--- src/rtl/cnt_scan_display.sv ---
// -----------------------------------------------------------------------------
// cnt_scan_display
//   Drives a 4-digit, common-anode, multiplexed 7-segment display with the
//   16-bit counter value in hexadecimal. It also stretches the counter's
//   ripple-carry (Rc) pulses onto a visible LED and the digit-0 decimal point.
//
// Parameters
//   SCAN_DIV  divider width; the scanned digit advances every 2^SCAN_DIV clocks
//   RC_HOLD   clocks rc_led stays lit after an Rc rising edge (1..2^26-1)
//
// Ports
//   clk       in   system clock, all state on the rising edge
//   rst_n     in   asynchronous active-low reset
//   cnt       in   [15:0] value to display, digit 3 = cnt[15:12]
//   Rc        in   counter carry/borrow level, synchronous to clk
//   en        in   1 = display on, 0 = all digits dark (scanning continues)
//   blank_lz  in   1 = suppress leading zero digits (digit 0 always shown)
//   AN        out  [3:0] digit anodes, active low
//   SEGMENT   out  [7:0] {dp,g,f,e,d,c,b,a}, active low
//   rc_led    out  stretched carry indicator, active high
// -----------------------------------------------------------------------------
module cnt_scan_display #(
  parameter int SCAN_DIV = 17,
  parameter int RC_HOLD  = 25000000
) (
  input  logic        clk,
  input  logic        rst_n,
  input  logic [15:0] cnt,
  input  logic        Rc,
  input  logic        en,
  input  logic        blank_lz,
  output logic [3:0]  AN,
  output logic [7:0]  SEGMENT,
  output logic        rc_led
);

  localparam int                HOLD_W    = 26;
  localparam logic [HOLD_W-1:0] HOLD_LOAD = HOLD_W'(RC_HOLD);

  logic [SCAN_DIV-1:0] r_div;
  logic [1:0]          r_idx;
  logic [15:0]         r_shadow;
  logic                r_rc_prev;
  logic [HOLD_W-1:0]   r_hold;
  logic                r_rc_led;
  logic [3:0]          r_an;
  logic [7:0]          r_seg;

  logic                w_tick;
  logic                w_rc_rise;
  logic [3:0]          w_nib;
  logic                w_blank;
  logic                w_visible;
  logic [3:0]          w_an_nxt;
  logic [7:0]          w_seg_nxt;

  // Active-low hex decode for segments {g,f,e,d,c,b,a}.
  function automatic logic [6:0] hex7(input logic [3:0] n);
    case (n)
      4'h0:    hex7 = 7'h40;
      4'h1:    hex7 = 7'h79;
      4'h2:    hex7 = 7'h24;
      4'h3:    hex7 = 7'h30;
      4'h4:    hex7 = 7'h19;
      4'h5:    hex7 = 7'h12;
      4'h6:    hex7 = 7'h02;
      4'h7:    hex7 = 7'h78;
      4'h8:    hex7 = 7'h00;
      4'h9:    hex7 = 7'h10;
      4'hA:    hex7 = 7'h08;
      4'hB:    hex7 = 7'h03;
      4'hC:    hex7 = 7'h46;
      4'hD:    hex7 = 7'h21;
      4'hE:    hex7 = 7'h06;
      default: hex7 = 7'h0E;
    endcase
  endfunction

  assign w_tick    = &r_div;
  assign w_rc_rise = Rc & ~r_rc_prev;

  // Digit select from the frame snapshot, and leading-zero blanking: a digit
  // is dark when it and every more-significant nibble are zero.
  always_comb begin
    w_nib   = r_shadow[3:0];
    w_blank = 1'b0;
    case (r_idx)
      2'd0: begin
        w_nib   = r_shadow[3:0];
        w_blank = 1'b0;
      end
      2'd1: begin
        w_nib   = r_shadow[7:4];
        w_blank = blank_lz & (r_shadow[15:4] == 12'h000);
      end
      2'd2: begin
        w_nib   = r_shadow[11:8];
        w_blank = blank_lz & (r_shadow[15:8] == 8'h00);
      end
      default: begin
        w_nib   = r_shadow[15:12];
        w_blank = blank_lz & (r_shadow[15:12] == 4'h0);
      end
    endcase
  end

  assign w_visible = en & ~w_blank;
  assign w_an_nxt  = w_visible ? ~(4'b0001 << r_idx) : 4'hF;
  // The decimal point only lives on digit 0, where it mirrors the carry LED.
  assign w_seg_nxt = w_visible ? {~((r_idx == 2'd0) & r_rc_led), hex7(w_nib)}
                               : 8'hFF;

  // Scan divider, digit index and once-per-frame snapshot of cnt. The
  // snapshot is taken as digit 3 hands over to digit 0 so a whole frame
  // shows one coherent value.
  always_ff @(posedge clk or negedge rst_n) begin
    if (!rst_n) begin
      r_div    <= '0;
      r_idx    <= 2'd0;
      r_shadow <= 16'h0000;
    end else begin
      r_div <= r_div + SCAN_DIV'(1);
      if (w_tick) begin
        r_idx <= r_idx + 2'd1;
        if (r_idx == 2'd3) begin
          r_shadow <= cnt;
        end
      end
    end
  end

  // Carry stretcher: a rising edge (re)loads the hold counter, which then
  // runs down; a level held high is a single edge.
  always_ff @(posedge clk or negedge rst_n) begin
    if (!rst_n) begin
      r_rc_prev <= 1'b0;
      r_hold    <= '0;
      r_rc_led  <= 1'b0;
    end else begin
      r_rc_prev <= Rc;
      if (w_rc_rise) begin
        r_hold <= HOLD_LOAD;
      end else if (r_hold != '0) begin
        r_hold <= r_hold - HOLD_W'(1);
      end
      r_rc_led <= (r_hold != '0);
    end
  end

  // Registered display drive, one cycle behind the digit index.
  always_ff @(posedge clk or negedge rst_n) begin
    if (!rst_n) begin
      r_an  <= 4'hF;
      r_seg <= 8'hFF;
    end else begin
      r_an  <= w_an_nxt;
      r_seg <= w_seg_nxt;
    end
  end

  assign AN      = r_an;
  assign SEGMENT = r_seg;
  assign rc_led  = r_rc_led;

endmodule

--- config.mk ---
export PLATFORM = sky130hd
export DESIGN_NAME = cnt_scan_display
export DESIGN_NICKNAME = d
export VERILOG_FILES = /design/src/rtl/cnt_scan_display.sv
export SDC_FILE = /design/constraint.sdc
export NUM_CORES = 1
export LEC_CHECK = 0
export ABC_AREA = 1
export CAP_MARGIN = 20
export CORE_MARGIN = 5
export CORE_UTILIZATION = 58
export DETAILED_ROUTE_END_ITERATION = 7
export PLACE_DENSITY = 0.8
export SETUP_SLACK_MARGIN = 0.4
export SLEW_MARGIN = 30
export SYNTH_ARGS = -nofsm -noshare
export SYNTH_HDL_FRONTEND = slang
export SYNTH_SLANG_ARGS = --single-unit
--- constraint.sdc ---
create_clock -name clk -period 4.2 [get_ports clk]
set_input_delay 0.63 -clock clk [delete_from_list [all_inputs] [get_ports clk]]
set_output_delay 0.63 -clock clk [all_outputs]
set_load 0.02 [all_outputs]
==> flow_summary.toml, run 1 <==
[timing]
finalHoldViolations = 0
clock.fmax_ghz = 0.416
slew_violations = 0
rsz0062_at_grt = "no"
finalSetupTns_ns = 0
max_slew_margin_pct = 44.9
tightest_slew_ns = 0.824
setup_viol = 0
period_share_pct = 57.2
clock_skew_ns = 0.00689
fin_crit_ns = 2.40
worst_hold_slack_ns = 0.292

[detailed_routing]
vias = 3431
drcViolationCount = 0
first_iter_violations = 173
avgViaCountPerCell = 5.16
wire_per_inst_um = 13.0
antenna_left = 0
routed_wl_um = 8670
drt-pass1-iter-count = 5

[grt]
grt_start_max_net_pins = 76
antenna_found_initial = 0
track_usage_pct = 21.6
grt_pass1_vias = 3412
grt-ovfl-total = 0
grt_pass1_wl_um = 15000

[synthesis]
avgSynthCellArea_um2 = 7.76
synth_area_leaders = "dfrtp_1, nand2_1, dfstp_2"
ys_types = 35
synth_top_area_share_pct = 38.7
postSynthCellCount = 525
yosys-top-cells-count = "nand2_1, nor2_1, inv_1"
synth_edf_count = 0
synth-async-reset-ratio_pct = 100
ys_ff_latch = 75
synth_warnings = 0
synth-main-ff-cell = "dfrtp_1"
ys_seq_area_share_pct = 46.4
synth.most_common_cell = "nand2_1"
synth_nets = 559
syn_area_mm2 = 0.00408
synth_top_cell_by_area = "dfrtp_1"

[die]
die_w_um = 93.8
dieArea_mm2 = 0.00880
core_area_mm2 = 0.00683
initial_core_util_pct = 59.7
io_pins = 34
die_h_um = 93.8
rows = 30

[power]
p_sw_mw = 0.496
clockPowerShare_pct = 33.7
vdd_ir_drop_max_v = 0.000226
leakage_nw = 2.34
power_density_mw_per_mm2 = 353
swShare_pct = 30.0
intPower_mw = 1.16
p_seq_share_pct = 48.8
combPwrFrac_pct = 17.5

[worst_setup_path]
startpoint_type = "flip-flop"
path_class = "flip-flop to flip-flop"
critPathArrivalTime_ns = 2.67
path_max_fanout = 7
worstPathRequired_ns = 4.46
cp-end-kind = "flip-flop"

[cells_and_area]
design_area_mm2 = 0.00470
utilization_pct = 68.8
antennaDiodeCount = 0
drive_above_1_share_pct = 10.0
area_growth_pct = 15.3
instances_no_fill = 665
fin_nets = 598

[cts]
cts_tree = "done"
clk_path_buf_depth = 2
clkSinkCount = 75
holdBufCountCts = 0
h-tree-depth = 3
clk_pin_slew_ns = 0.08
ctsResizeCount = 0
clock_latency_ns = 0.35
cts_inserted_buffers = 9
post_cts_buffers = 0
cts-root-buf = "clkbuf_8"

[status]
status = "complete, no violations"

[min_path]
hold_class = "input port to async pin"

[job]
maxCapViolations = 0

[place]
gp_congestion = 0.929
numPortBuffers = 33
placed_cell_area_mm2 = 0.00449
placedCellCount = 649
dp_hpwl_um = 6570
final timing paths:
path                                 startpoint                 endpoint  slack [ns]  cells after the start
min                                       rst_n   r_hold[24]$_DFFE_PN0P_        0.29                      1
min in group clk             r_div[0]$_DFF_PN0_       r_div[0]$_DFF_PN0_        0.45                      1
max                        r_idx[0]$_DFFE_PN0P_     SEGMENT[3]$_DFF_PN1_        1.80                     13
max in group asynchronous                 rst_n  r_shadow[0]$_DFFE_PN0P_        3.47                      1
min reg2reg                  r_div[0]$_DFF_PN0_       r_div[0]$_DFF_PN0_        0.45                      1
max reg2reg                r_idx[0]$_DFFE_PN0P_     SEGMENT[3]$_DFF_PN1_        1.80                     13
final cells by class:
class / count / area, µm²
tap: 96 / 120
timing repair buffer: 33 / 332
clock buffer: 10 / 138
fill: 583 / 2130
inverter: 76 / 285
multi-input combinational: 369 / 1870
sequential: 75 / 1890
clock inverter: 6 / 65.1
layout by cell type (no fill, tap or decap), drive strengths merged, types with 3 or more instances in the layout:
cell type        n
nor3             3
xor2            11
nand3           41
clkbuf          10
nand4           22
nor2            83
xnor2            4
ha              13
dfstp           12
nand2          147
dfrtp           63
inv             76
clkinv           4
or2              4
clkdlybuf4s50   32
a21oi            8
o21ai           24
nand3b           3
critical path: stages (launching register included):
cell     delay (ns)
dfrtp_1        0.44
inv_1          0.10
ha_1           0.30
nand2_1        0.10
nand2_1        0.05
o21ai_0        0.51
inv_1          0.17
ha_1           0.25
nand3_1        0.14
nand2_1        0.07
nand2_1        0.06
nand2_1        0.05
inv_1          0.04
nand2_1        0.04
registers in the layout, indices dropped and copies added (netlist names):
name	count
r_hold	26
r_div	17
r_shadow	16
SEGMENT	8
AN	4
r_idx	2
r_rc_prev	1
rc_led	1
through the flow:
stage,setup slack [ns],total power [mW]
6_report,1.80,1.66
5_1_grt,1.60,1.75
4_1_cts,1.81,1.67
3_5_place_dp,1.68,1.11
3_3_place_gp,1.75,1.10
2_1_floorplan,2.21,1.01
layer usage:
metal  wire length, µm  up-vias  part of all wire [%]  GRT usage, %
met5                 0        -                     0             0
met4               144        0                   1.7          10.1
met3               339       14                   3.9          3.21
met2              4200       75                    48          36.0
met1              3980     1612                    46          27.6
li1                  -     1730                     -             -
cell families after synthesis:
| logic type | Yosys count | share of synthesized area [%] |
|---|---|---|
| compound gates | 37 | 5.50 |
| xor+xnor | 15 | 3.22 |
| fa+ha+maj | 13 | 3.99 |
| buf+inv | 81 | 7.80 |
| flops | 75 | 46.4 |
| simple gates | 304 | 33.1 |
power by group through the flow:
stage	clock network, mW	registers, mW	logic, mW
final	0.558	0.808	0.290
after global routing	0.601	0.814	0.332
after CTS	0.570	0.808	0.290
after detailed placement	0	0.822	0.290
after global placement	0	0.820	0.280
after floorplan	0	0.814	0.196
No activity file was read; power rests on OpenSTA's default activity.
==> run 2: changes to the inputs <==
--- a/config.mk
+++ b/config.mk
@@ -8,9 +8,9 @@
 export ABC_AREA = 1
 export CAP_MARGIN = 20
 export CORE_MARGIN = 5
-export CORE_UTILIZATION = 58
+export CORE_UTILIZATION = 52
 export DETAILED_ROUTE_END_ITERATION = 7
-export PLACE_DENSITY = 0.8
+export PLACE_DENSITY = 0.76
 export SETUP_SLACK_MARGIN = 0.4
 export SLEW_MARGIN = 30
 export SYNTH_ARGS = -nofsm -noshare
==> constraint.sdc (replaced) <==
create_clock -name clk -period 2.03 [get_ports clk]
set_input_delay 0.3045 -clock clk [delete_from_list [all_inputs] [get_ports clk]]
set_output_delay 0.3045 -clock clk [all_outputs]
set_load 0.02 [all_outputs]
==> flow_summary.toml, run 2 (synthesis gave the netlist of run 1 again) <==
[timing]
finalSetupTns_ns = 0
clock_skew_ns = 0.0122
setup_viol = 0
slew_violations = 0
finalHoldViolations = 0
fin_crit_ns = 1.80
rsz0062_at_grt = "yes"
max_slew_margin_pct = 68.8
clock.fmax_ghz = 0.555
tightest_slew_ns = 0.467
worst_hold_slack_ns = 0.424
period_share_pct = 88.8

[cells_and_area]
mostFrequentLayoutCells = "nand2_1, nor2_1, inv_1, dfrtp_1, nand3_1"
ff_latch_area_mm2 = 0.00189
utilization_pct = 69.1
fillCellCount = 597
area_growth_pct = 30.3
drive_above_1_share_pct = 23.2
multi_input_area_mm2 = 0.00218
fin_nets = 628
antennaDiodeCount = 0
largest_reg_flops = 26
final_common_cell = "nand2_1"
regMostFlops = "r_hold"
reg.largest.list = "r_hold (26), r_div (17), r_shadow (16)"

[grt]
track_usage_pct = 20.7
grt_pass1_wl_um = 16400
grt_pass1_vias = 3517
grt_start_max_net_pins = 34
grt-ovfl-total = 0
antenna_found_initial = 0

[min_path]
whs_path_depth = 1
hold_class = "input port to flip-flop"
hold_path_end = "r_rc_prev$_DFF_PN0_"
min_from = "Rc"

[die]
io_pins = 34
initial_core_util_pct = 53.0
core_area_mm2 = 0.00769
rows = 32
die_h_um = 98.5
die_w_um = 98.5
dieArea_mm2 = 0.00971

[status]
status = "complete, no violations"

[detailed_routing]
antenna_left = 0
vias = 3716
drt-pass1-iter-count = 5
routed_wl_um = 10400
drcViolationCount = 0
first_iter_violations = 301
avgViaCountPerCell = 5.30
wire_per_inst_um = 14.8

[worst_setup_path]
path_class = "flip-flop to flip-flop"
startpoint_type = "flip-flop"
worstPathRequired_ns = 2.31
r2r_end = "SEGMENT[3]$_DFF_PN1_"
worstReg2RegStart = "r_idx[0]$_DFFE_PN0P_"
ff2ff_path_depth = 14
path_max_fanout = 6
critPathArrivalTime_ns = 2.09
cp-end-kind = "flip-flop"
ff2ff_setup_slack_ns = 0.23
setup.worst_path.start = "r_idx[0]$_DFFE_PN0P_"

[cts]
cts_tree = "done"
clk_path_buf_depth = 2
clock_latency_ns = 0.35
h-tree-depth = 3
cts-root-buf = "clkbuf_8"
clkSinkCount = 75
cts_inserted_buffers = 9
clk_pin_slew_ns = 0.08

[place]
gp_congestion = 0.926
dp_hpwl_um = 6850
numPortBuffers = 33

[power]
leakage_nw = 2.54
power_density_mw_per_mm2 = 709
vdd_ir_drop_max_v = 0.000446

[job]
maxCapViolations = 0
==> run 2: repair_timing <==
item / 4_1_cts / 5_1_grt
hold endpoints to repair: 19 / 0
hold buffers: 1 / 0
endpoints found under the setup margin: 47 / 55
setup buffers: 14 / 8
pin swaps: 13 / 15
cloned: 1 / 0
resized for setup: 51 / 33
==> run 2: where the power goes <==
group	switching, mW	internal [mW]
logic	0.419	0.255
registers	0.0968	1.59
clock network	0.562	0.847
==> run 2: worst max-delay path by stage <==
stage                                end  slack, ns  cells past startpoint
finish              SEGMENT[3]$_DFF_PN1_       0.23                     14
global route        SEGMENT[0]$_DFF_PN1_       0.10                     13
CTS                 SEGMENT[0]$_DFF_PN1_       0.27                     13
detailed placement  SEGMENT[0]$_DFF_PN1_       0.14                     13
global placement    SEGMENT[0]$_DFF_PN1_       0.24                     13
floorplan           SEGMENT[0]$_DFF_PN1_       0.33                     13
==> run 2: per-layer routing <==
layer | GRT usage [%] | part of all wire [%] | vias to the layer above
li1 | - | - | 1787
met3 | 3.47 | 7.0 | 23
met1 | 28.2 | 42 | 1748
met5 | 0 | 0 | -
met4 | 7.77 | 1.7 | 0
met2 | 33.5 | 49 | 158
==> run 2: cell type report <==
cell class	instances	share of cell area, %
timing repair buffer	62	10.7
clock inverter	5	1.88
multi-input combinational	370	41.0
inverter	76	5.70
clock buffer	11	2.66
tap	102	2.40
sequential	75	35.7
==> run 2: per-stage QoR <==
stage               instance area, µm²  worst slack [ns]  std cells  total power, mW
global placement                  4610             0.237        661             2.29
floorplan                         4130             0.329        525             2.09
detailed placement                4610             0.137        661             2.30
finish                            5310             0.227        701             3.77
global route                      5310             0.104        701             3.95
CTS                               5130             0.271        693             3.70
==> run 2: critical path: stages, from the launching register on <==
cell	delay [ns]
dfrtp_2	0.47
inv_4	0.07
ha_4	0.18
nand2_2	0.08
nand2_2	0.07
o21ai_4	0.19
buf_12	0.15
inv_6	0.04
ha_4	0.16
nand3_4	0.09
nand2_2	0.05
nand2_1	0.05
nand2_1	0.05
inv_1	0.04
nand2_1	0.05
==> run 3: changes to the inputs <==
==> constraint.sdc (replaced) <==
create_clock -name clk -period 1.6 [get_ports clk]
set_input_delay 0.24 -clock clk [delete_from_list [all_inputs] [get_ports clk]]
set_output_delay 0.24 -clock clk [all_outputs]
set_load 0.02 [all_outputs]
==> flow_summary.toml, run 3 (synthesis gave the netlist of run 1 again) <==
[power]
leakage_nw = 2.98
vdd_ir_drop_max_v = 0.000768
p_total_mw = 5.00
power_density_mw_per_mm2 = 788

[worst_setup_path]
startpoint_type = "flip-flop"
worstPathRequired_ns = 1.90
crit_path_max_incr_delay_ns = 0.48
r2r_end = "SEGMENT[3]$_DFF_PN1_"
path_cells = "inv_4, ha_4, buf_4, nand2_1, nand2_1, nor2_1, nor2_4, inv_2, nand3_1, nand2_1, inv_1, nand2_1"
cp-end-kind = "flip-flop"
ff2ff_path_depth = 12
cpMostUsedCell = "nand2_1"
path_max_fanout = 7
setup.worst_path.start = "r_idx[0]$_DFFE_PN0P_"
critPathArrivalTime_ns = 2.16
ff2ff_setup_slack_ns = -0.26
slowest_stage = "dfrtp_2"
worstReg2RegStart = "r_idx[0]$_DFFE_PN0P_"
path_class = "flip-flop to flip-flop"

[job]
maxCapViolations = 0

[detailed_routing]
first_iter_violations = 332
drt-pass1-iter-count = 5
routed_wl_um = 13500
drcViolationCount = 0
vias = 4240
avgViaCountPerCell = 5.58
wire_per_inst_um = 17.8
antenna_left = 0

[timing]
max_slew_margin_pct = 69.3
tightest_slew_ns = 0.460
slew_violations = 0
worst_hold_slack_ns = 0.322
fin_ws_ns = -0.257
finalHoldViolations = 0
setup_viol = 17
period_share_pct = 116
fin_crit_ns = 1.86
rsz0062_at_grt = "yes"
clock.fmax_ghz = 0.538
clock_skew_ns = 0.0141

[cells_and_area]
reg.largest.list = "r_hold (26), r_div (17), r_shadow (16)"
antennaDiodeCount = 0
largest_reg_flops = 26
instances_no_fill = 760
regMostFlops = "r_hold"
area_growth_pct = 55.8
drive_above_1_share_pct = 45.7
fin_nets = 687
mostFrequentLayoutCells = "nand2_1, inv_1, buf_4, dfrtp_1, buf_6"
fillCellCount = 393
final_common_cell = "nand2_1"

[grt]
grt_pass1_wl_um = 18100
grt-ovfl-total = 0
track_usage_pct = 23.1
grt_start_max_net_pins = 34
antenna_found_initial = 0
grt_pass1_vias = 3863

[die]
die_h_um = 98.5
die_w_um = 98.5
io_pins = 34
initial_core_util_pct = 53.0
core_area_mm2 = 0.00769
dieArea_mm2 = 0.00971
rows = 32

[cts]
h-tree-depth = 3
clk_path_buf_depth = 2
cts-root-buf = "clkbuf_8"
clk_pin_slew_ns = 0.09
clkSinkCount = 75
cts_inserted_buffers = 9
clock_latency_ns = 0.36
cts_tree = "done"

[place]
numPortBuffers = 33
placedCellCount = 687
gp_congestion = 0.934
dp_hpwl_um = 7160

[min_path]
hold_class = "input port to async pin"

[status]
status = "complete, but fails checks"
violations = "negative setup slack"
[run 3: changes by cell type in the layout (fill, tap and decap cells not counted), sizes merged]
cell | previous run | this run
dlymetal6s2s | 1 | 0
clkinvlp | 0 | 1
dlygate4sd2 | 12 | 0
clkinv | 2 | 5
inv | 76 | 74
bufinv | 3 | 1
buf | 29 | 101
[run 3: final cells by class]
type	instances	area, µm²	area share [%]
sequential	75	1900	29.9
timing repair buffer	121	1210	19.1
clock inverter	5	52.6	0.827
clock buffer	11	141	2.23
inverter	76	308	4.85
tap	102	128	2.01
multi-input combinational	370	2610	41.0
[run 3: metrics by stage]
step	worst slack, ns	utilization, %	instance area [µm²]	setup TNS [ns]
finish	-0.257	82.6	6350	-1.71
CTS	-0.146	75.9	5830	-0.613
global route	-0.310	82.6	6350	-3.23
floorplan	-0.0738	-	4280	-0.133
detailed placement	-0.252	64.6	4970	-1.38
global placement	-0.188	64.6	4970	-0.916
[run 3: timing repair]
action | CTS | global route
setup buffers | 29 | 23
hold buffers | 1 | 0
cloned | 4 | 0
pin swaps | 29 | 43
gates resized for setup | 166 | 100
hold endpoints to repair | 13 | 0
setup endpoints to repair | 80 | 81
[run 3: report_power, final]
part	switching [mW]	internal, mW
clock	0.744	0.756
sequential	0.152	2.02
combinational	0.785	0.546
total	1.68	3.32
[run 3: how the worst max path moves through the flow]
stage                      endpoint  slack, ns  cells after the start
4_1_cts        SEGMENT[0]$_DFF_PN1_      -0.15                     13
3_3_place_gp   SEGMENT[0]$_DFF_PN1_      -0.19                     13
5_1_grt        SEGMENT[3]$_DFF_PN1_      -0.31                     12
3_5_place_dp   SEGMENT[3]$_DFF_PN1_      -0.25                     13
2_1_floorplan  SEGMENT[0]$_DFF_PN1_      -0.07                     13
6_report       SEGMENT[3]$_DFF_PN1_      -0.26                     12
[run 3: metal layers]
layer	GRT usage [%]	up-vias	wire [µm]	part of all wire, %
li1	-	1916	-	-
met1	30.8	2048	5200	38
met2	37.6	218	6910	51
met3	3.96	58	923	6.8
met4	9.35	0	500	3.7
met5	0	-	0	0
[run 3: worst max-delay path, delay by kind of cell (launching register included)]
kind,cells,cell delay [ns]
and+or+nand+nor,7,0.78
DFF,1,0.48
buffers and inverters,4,0.37
adders and majority gates,1,0.17
